--- src/rtl/exception_sequencer.sv ---
// Exception-path sequencer: prioritises EX overflow / ID undefined-instruction, captures EPC/Cause,
// drives pipeline flushes and PC redirect, and sequences ERET. Optional counter under `EXC_COUNT_EN.
module exception_sequencer #(
  parameter logic [31:0] HANDLER_VEC  = 32'h8000_0180,
  parameter int          FLUSH_CYCLES = 1
) (
  input  logic        clk,
  input  logic        reset,
  input  logic        ovf_ex,
  input  logic        undef_id,
  input  logic        eret_id,
  input  logic [31:0] pc_ex,
  input  logic [31:0] pc_id,
  output logic        if_id_flush,
  output logic        id_ex_flush,
  output logic        ex_mem_flush,
  output logic        pc_sel_vec,
  output logic        pc_sel_epc,
  output logic [31:0] handler_pc,
  output logic [31:0] epc,
  output logic        cause,
  output logic        exl,
  output logic        nested_err,
  output logic [15:0] exc_count
);

  typedef enum logic [1:0] {IDLE, FLUSH, HANDLER} state_t;

  // Extra flush cycles after the detection cycle, stored as a count-down to zero.
  localparam logic [1:0] FLUSH_EXTRA = (FLUSH_CYCLES > 1) ? 2'(FLUSH_CYCLES - 2) : 2'd0;

  state_t      state_q, state_d;
  logic [1:0]  fcnt_q, fcnt_d;
  logic [31:0] epc_q, epc_d;
  logic        cause_q, cause_d;
  logic        exl_q, exl_d;
  logic        nerr_q, nerr_d;
  logic        if_id_c, id_ex_c, ex_mem_c, vec_c, sepc_c;
  logic        take_c;

  always_ff @(posedge clk or posedge reset) begin
    if (reset) begin
      state_q <= IDLE;
      fcnt_q  <= 2'd0;
      epc_q   <= 32'd0;
      cause_q <= 1'b0;
      exl_q   <= 1'b0;
      nerr_q  <= 1'b0;
    end else begin
      state_q <= state_d;
      fcnt_q  <= fcnt_d;
      epc_q   <= epc_d;
      cause_q <= cause_d;
      exl_q   <= exl_d;
      nerr_q  <= nerr_d;
    end
  end

  always_comb begin
    state_d  = state_q;
    fcnt_d   = fcnt_q;
    epc_d    = epc_q;
    cause_d  = cause_q;
    exl_d    = exl_q;
    nerr_d   = nerr_q;
    if_id_c  = 1'b0;
    id_ex_c  = 1'b0;
    ex_mem_c = 1'b0;
    vec_c    = 1'b0;
    sepc_c   = 1'b0;
    take_c   = 1'b0;
    case (state_q)
      IDLE: begin
        // exl is always 0 here, so an ERET in IDLE is illegal and treated as undefined.
        if (ovf_ex) begin
          {if_id_c, id_ex_c, ex_mem_c, vec_c} = 4'b1111;
          epc_d   = pc_ex - 32'd4;
          cause_d = 1'b1;
          exl_d   = 1'b1;
          take_c  = 1'b1;
        end else if (undef_id || eret_id) begin
          {if_id_c, id_ex_c, ex_mem_c, vec_c} = 4'b1101;
          epc_d   = pc_id - 32'd4;
          cause_d = 1'b0;
          exl_d   = 1'b1;
          take_c  = 1'b1;
        end
        if (take_c) begin
          if (FLUSH_CYCLES > 1) begin
            state_d = FLUSH;
            fcnt_d  = FLUSH_EXTRA;
          end else begin
            state_d = HANDLER;
          end
        end
      end
      FLUSH: begin
        // Repeat the detection-cycle pattern; EX/MEM is flushed only for an overflow.
        if_id_c  = 1'b1;
        id_ex_c  = 1'b1;
        ex_mem_c = cause_q;
        if (ovf_ex || undef_id || eret_id) nerr_d = 1'b1;
        if (fcnt_q == 2'd0) state_d = HANDLER;
        else                fcnt_d  = fcnt_q - 2'd1;
      end
      HANDLER: begin
        if (ovf_ex || undef_id) nerr_d = 1'b1;
        if (eret_id) begin
          if_id_c = 1'b1;
          sepc_c  = 1'b1;
          exl_d   = 1'b0;
          state_d = IDLE;
        end
      end
      default: state_d = IDLE;
    endcase
  end

  // Mealy outputs are forced low while reset is held so nothing asserts during reset.
  assign if_id_flush  = ~reset & if_id_c;
  assign id_ex_flush  = ~reset & id_ex_c;
  assign ex_mem_flush = ~reset & ex_mem_c;
  assign pc_sel_vec   = ~reset & vec_c;
  assign pc_sel_epc   = ~reset & sepc_c;
  assign handler_pc   = reset ? 32'd0 : HANDLER_VEC;
  assign epc          = epc_q;
  assign cause        = cause_q;
  assign exl          = exl_q;
  assign nested_err   = nerr_q;

`ifdef EXC_COUNT_EN
  logic [15:0] cnt_q, cnt_d;

  always_comb begin
    cnt_d = cnt_q;
    if (take_c && (cnt_q != 16'hFFFF)) cnt_d = cnt_q + 16'd1;
  end

  always_ff @(posedge clk or posedge reset) begin
    if (reset) cnt_q <= 16'd0;
    else       cnt_q <= cnt_d;
  end

  assign exc_count = cnt_q;
`else
  assign exc_count = 16'h0000;
`endif

endmodule

--- config.mk ---
export PLATFORM = sky130hd
export DESIGN_NAME = exception_sequencer
export DESIGN_NICKNAME = d
export VERILOG_FILES = /design/src/rtl/exception_sequencer.sv
export SDC_FILE = /design/constraint.sdc
export NUM_CORES = 1
export LEC_CHECK = 0
export ABC_AREA = 1
export BUFFER_PORTS_ARGS = -buffer_cell sky130_fd_sc_hd__buf_4
export CAP_MARGIN = 20
export CORE_UTILIZATION = 40
export DETAILED_ROUTE_END_ITERATION = 8
export GPL_ROUTABILITY_DRIVEN = 0
export PLACE_DENSITY = 0.7
export SETUP_SLACK_MARGIN = 0.05
export SYNTH_ARGS = -nofsm -noshare
export SYNTH_HDL_FRONTEND = slang
export SYNTH_SLANG_ARGS = --single-unit
--- constraint.sdc ---
create_clock -name clk -period 2.35 [get_ports clk]
set_clock_uncertainty 0.05 [all_clocks]
set_input_delay 0.235 -clock clk [delete_from_list [all_inputs] [get_ports clk]]
set_output_delay 0.235 -clock clk [all_outputs]
set_load 0.005 [all_outputs]
==> results of run 1 <==
cell type report:
class / count / share of cell area, %
multi-input combinational: 425 / 45.41
timing repair buffer: 116 / 21.33
clock buffer: 6 / 1.994
inverter: 67 / 6.193
clock inverter: 2 / 0.8459
sequential: 35 / 21.15
tap: 102 / 3.082
cell families after synthesis:
group	after synthesis	synth area share, %
buffers and inverters	131	22.41
adders and majority gates	1	0.3746
DFF	35	26.23
AOI/OAI and AO/OA	40	6.819
xor gates and xnor gates	3	0.7870
and+or+nand+nor	336	43.27
other	1	0.1123
through the flow:
| stage | worst slack, ns | hold WS [ns] | instances |
|---|---|---|---|
| 6_report | 0.5491 | 0.1327 | 753 |
| 3_5_place_dp | 0.2624 | 0.4195 | 745 |
| 2_1_floorplan | 0.5511 | 0.2814 | 591 |
| 4_1_cts | 0.5468 | 0.1261 | 753 |
| 3_3_place_gp | 0.3290 | 0.4142 | 745 |
| 5_1_grt | 0.3972 | 0.1434 | 753 |
report_power, final:
| group | internal [mW] | total, mW | switching (mW) |
|---|---|---|---|
| Clock | 0.343 | 0.552 | 0.209 |
| Combinational | 0.666 | 1.34 | 0.675 |
| Sequential | 0.887 | 1.07 | 0.181 |
| Total | 1.90 | 2.96 | 1.07 |
cells in the mapped netlist, types with 5 or more instances:
library cell / count
dfrtp_1: 35
nor2_4: 8
nand2_1: 216
buf_4: 49
buf_2: 6
buf_6: 5
nand3_1: 35
a31oi_1: 7
o21ai_0: 26
nand2_2: 14
nor2_1: 49
inv_1: 62
nor2_2: 7
metal layers:
metal | routed length (um) | GRT usage [%] | up-vias
met2 | 3982 | 33.09 | 175
li1 | - | - | 1774
met1 | 4048 | 29.33 | 1549
met4 | 108 | 5.769 | 0
met3 | 751 | 2.846 | 8
met5 | 0 | 0 | -
worst paths after layout:
kind                            slack (ns)                start                   to
worst min register to register        0.43  epc[25]$_DFFE_PP0P_  epc[25]$_DFFE_PP0P_
min in group asynchronous             0.14                reset  epc[13]$_DFFE_PP0P_
max in group asynchronous             1.80                reset  epc[29]$_DFFE_PP0P_
worst max-delay path                  0.55               ovf_ex  epc[26]$_DFFE_PP0P_
worst min-delay path                  0.13              eret_id      exl$_DFFE_PP0P_
worst max register to register        0.79      exl$_DFFE_PP0P_   epc[5]$_DFFE_PP0P_
flip-flops by register name, indices dropped and copies added, names as in the netlist:
signal,flops
nested_err,1
epc,32
cause,1
exl,1
worst max-delay path: cells and delay by family:
kind	cells	cell delay, ns
fa+ha+maj	1	0.17
buf+inv	4	0.47
simple gates	10	1.03
==> impl_metrics.tcl, run 1 <==
set metrics [dict create \
    status "finished, final reports clean" \
    area_growth_pct 24.02 \
    grt_pass1_wl_um 14460 \
    drcViolationCount 0 \
    grtUsageTotal_pct 20.77 \
    critPathLaunchType "primary input" \
    relSlewSlack_pct 63.09 \
    synth_area_leaders "dfrtp_1 26%, nand2_1 24%, buf_4 11%" \
    initial_core_util_pct 42.34 \
    synth_top_cell_by_area "dfrtp_1" \
    rsz0062_at_grt "no" \
    wl_per_cell_um 11.81 \
    fin_nets 720 \
    io_pins 157 \
    final_cell_mix "216 x nand2_1, 115 x buf_4, 62 x inv_1, 49 x nor2_1, 45 x conb_1" \
    clkLatencyLatePin_ns 0.28 \
    path_class "primary input to flip-flop" \
    slowest_stage "buf_4" \
    num_rows 32 \
    final_common_cell "nand2_1" \
    ys_seq_area_share_pct 26.23 \
    max_cap_violations 0 \
    powerDensity_nw_per_um2 715.0 \
    fin_area_um2 4141 \
    total_power_mw 2.961 \
    final_core_util_pct 52.51 \
    grt_overflow_total 0 \
    whs_path_depth 2 \
    hp-class "primary input to flip-flop" \
    place_hpwl_um 7394 \
    reg2reg_depth 5 \
    cp_slowest_stage_delay_ns 0.25 \
    drt-pass1-iter-count 5 \
    drive_gt1_share_pct 24.88 \
    synth_edf_count 0 \
    irDropWorstVdd_mv 0.3639 \
    multi_input_area_um2 1881 \
    vias 3506 \
    post_cts_buffers 0 \
    regArea_um2 875.8 \
    worstSetupEndpointType "flip-flop" \
    crit_path_max_fanout 20 \
    min_period_ns 1.801 \
    h-tree-depth 2 \
    ys_warn_count 0 \
    ant_nets 0 \
    finalCritPeriodShare_pct 76.63 \
    postPlaceCellArea_um2 4024 \
    netlist_instances 547 \
    clock-sinks 35 \
    drt_iter0_markers 276 \
    root_buffer "clkbuf_8" \
    nFillCells 815 \
    die-area_um2 8718 \
    crit_chain "buf_4 -> inv_6 -> nand2_1 -> nand2_2 -> inv_1 -> ha_1 -> nand3_1 -> nor2_4 -> inv_1 -> nor2_1 -> nand3_1 -> nand2_1 -> nand2_1 -> nand2_1 -> nand2_1" \
    netlist_area_um2 3339 \
    setup_viol 0 \
    wirelength_um 8891 \
    max_freq_mhz 555.3 \
    num_antenna_cells 0 \
    hold_buffers 0 \
    core_area_um2 7888 \
    cts_resized 0 \
    tightest_slew_ns 0.5528 \
    synth_cell_type_count 28 \
    port_buffers 111 \
    clk_pin_slew_ns 0.07 \
    crit_top_cell "nand2_1" \
    power_leakage_nw 2.357 \
    dieWidth_um 93.37 \
    antenna_found_initial 0 \
    tritoncts "built" \
    drv_slew 0 \
    clk_path_buf_depth 2 \
    cp.required_ns 2.47 \
    syn_area_per_cell_um2 6.105 \
    ys.flop_type "dfrtp_1" \
    finalHoldViolCount 0 \
    cts_buffers 5 \
    synth-seq-cells 35 \
    grt_pass1_vias 3101 \
    crit_arrival_ns 1.92 \
    grt_start_max_net_pins 46 \
    die_h_um 93.37 \
    setup_tns_ns 0 \
    synth.top_cell.area_share_pct 26.23 \
    async_flop_share_pct 100.0 \
    drt-vias-per-instance 4.656 \
]
(Power assumes the default switching activity.)
==> run 2, diff against run 1 <==
Clock period 2.35 ns to 1.7 ns, I/O delays scaled along.
==> run 2 against run 1 <==
- cell count increased by 2.8%
- critical path depth down 10
- power grew 36%
- combinational power is 46% higher
- count of clock-buffer cells in the layout unchanged
- worst setup slack worse by 0.42 ns
- highest routed layer unchanged
==> impl_metrics.tcl, run 2 (synthesized netlist as in run 1, its figures left out) <==
set metrics [dict create \
    status "finished, final reports clean" \
    cp.required_ns 1.86 \
    num_rows 32 \
    fin_nets 742 \
    drt_iter0_markers 182 \
    antenna_found_initial 0 \
    post_cts_buffers 0 \
    clock-sinks 35 \
    drt-pass1-iter-count 4 \
    path_class "flip-flop to flip-flop" \
    h-tree-depth 2 \
    relSlewSlack_pct 59.18 \
    finalCritPeriodShare_pct 92.37 \
    fin_area_um2 4329 \
    area_growth_pct 29.64 \
    dieWidth_um 93.37 \
    core_area_um2 7888 \
    clkLatencyLatePin_ns 0.28 \
    drv_slew 0 \
    final_cell_mix "215 x nand2_1, 134 x buf_4, 59 x inv_1, 47 x nor2_1, 45 x conb_1" \
    dp.cells 766 \
    grtUsageTotal_pct 21.85 \
    final_core_util_pct 54.89 \
    total_power_mw 4.027 \
    die_h_um 93.37 \
    powerDensity_nw_per_um2 930.1 \
    ant_nets 0 \
    worst_slack_ns 0.1298 \
    post-place-ws_ns -0.1120 \
    whs_ns 0.06725 \
    crit_path_max_fanout 35 \
    grt_pass1_vias 3229 \
    postPlaceCellArea_um2 4232 \
    setup_viol 0 \
    wirelength_um 9053 \
    initial_core_util_pct 42.34 \
    min_period_ns 1.570 \
    die-area_um2 8718 \
    max_freq_mhz 636.9 \
    grt_overflow_total 0 \
    irDropWorstVdd_mv 0.3362 \
    setup_tns_ns 0 \
    crit_arrival_ns 1.73 \
    drive_gt1_share_pct 28.27 \
    final_common_cell "nand2_1" \
    cts_buffers 5 \
    clk_pin_slew_ns 0.07 \
    clk_path_buf_depth 2 \
    grt_start_max_net_pins 49 \
    max_cap_violations 0 \
    vias 3535 \
    root_buffer "clkbuf_8" \
    num_antenna_cells 0 \
    power_leakage_nw 2.457 \
    io_pins 157 \
    worstSetupEndpointType "flip-flop" \
    critPathLaunchType "flip-flop" \
    largest_register_ff_count 32 \
    finalHoldViolCount 0 \
    tightest_slew_ns 0.6114 \
    layout.cells.non_filler 774 \
    place_hpwl_um 7431 \
    grt_pass1_wl_um 15120 \
    rsz0062_at_grt "yes" \
    nFillCells 785 \
    drcViolationCount 0 \
    port_buffers 111 \
    tritoncts "built" \
    wl_per_cell_um 11.70 \
    hp-class "primary input to flip-flop" \
    drt-vias-per-instance 4.567 \
]
## run 2: what timing repair did
| item | in CTS | in global routing |
|---|---|---|
| endpoints found under the hold margin | 5 | 0 |
| resized for setup | 0 | 1 |
| hold buffers | 1 | 0 |
| setup endpoints to repair | 0 | 11 |
## run 2: cell type report
type	count	area [um2]	share of cell area (%)
Multi-Input combinational cell	425	1906	44.02
Tap cell	102	127.6	2.948
Clock buffer	6	82.58	1.908
Sequential cell	35	875.8	20.23
Clock inverter	1	5.005	0.1156
Timing Repair Buffer	138	1076	24.86
Inverter	67	256.5	5.925
## run 2: critical path, cell delays in order (launching register included)
cell and delay, ns:
dfrtp_1 0.42, inv_2 0.10, o31ai_4 0.09, inv_2 0.47, o21ai_0 0.19, o21ai_0 0.18
## run 2: report_power, final
group          internal [mW]  switching (mW)  leakage, nW  total [mW]
Sequential              1.23           0.243        0.417        1.47
Combinational          0.987           0.974         1.99        1.96
Clock                  0.317           0.279       0.0470       0.597
Total                   2.53            1.50         2.46        4.03
## run 2: path summary, 6_finish.rpt
check / depth (start not counted) / end / from / slack [ns]
min in group asynchronous: 3 / exl$_DFFE_PP0P_ / reset / 0.38
max reg2reg: 5 / epc[5]$_DFFE_PP0P_ / exl$_DFFE_PP0P_ / 0.13
max in group asynchronous: 4 / epc[31]$_DFFE_PP0P_ / reset / 0.54
min: 2 / exl$_DFFE_PP0P_ / eret_id / 0.07
max: 5 / epc[5]$_DFFE_PP0P_ / exl$_DFFE_PP0P_ / 0.13
min reg2reg: 2 / epc[17]$_DFFE_PP0P_ / epc[17]$_DFFE_PP0P_ / 0.43
## run 2: layer usage
metal	track usage, %	part of all wire (%)	up-vias
li1	-	-	1816
met1	30.69	48	1577
met2	36.03	45	136
met3	2.033	6.5	6
met4	5.385	0.98	0
met5	0	0	-
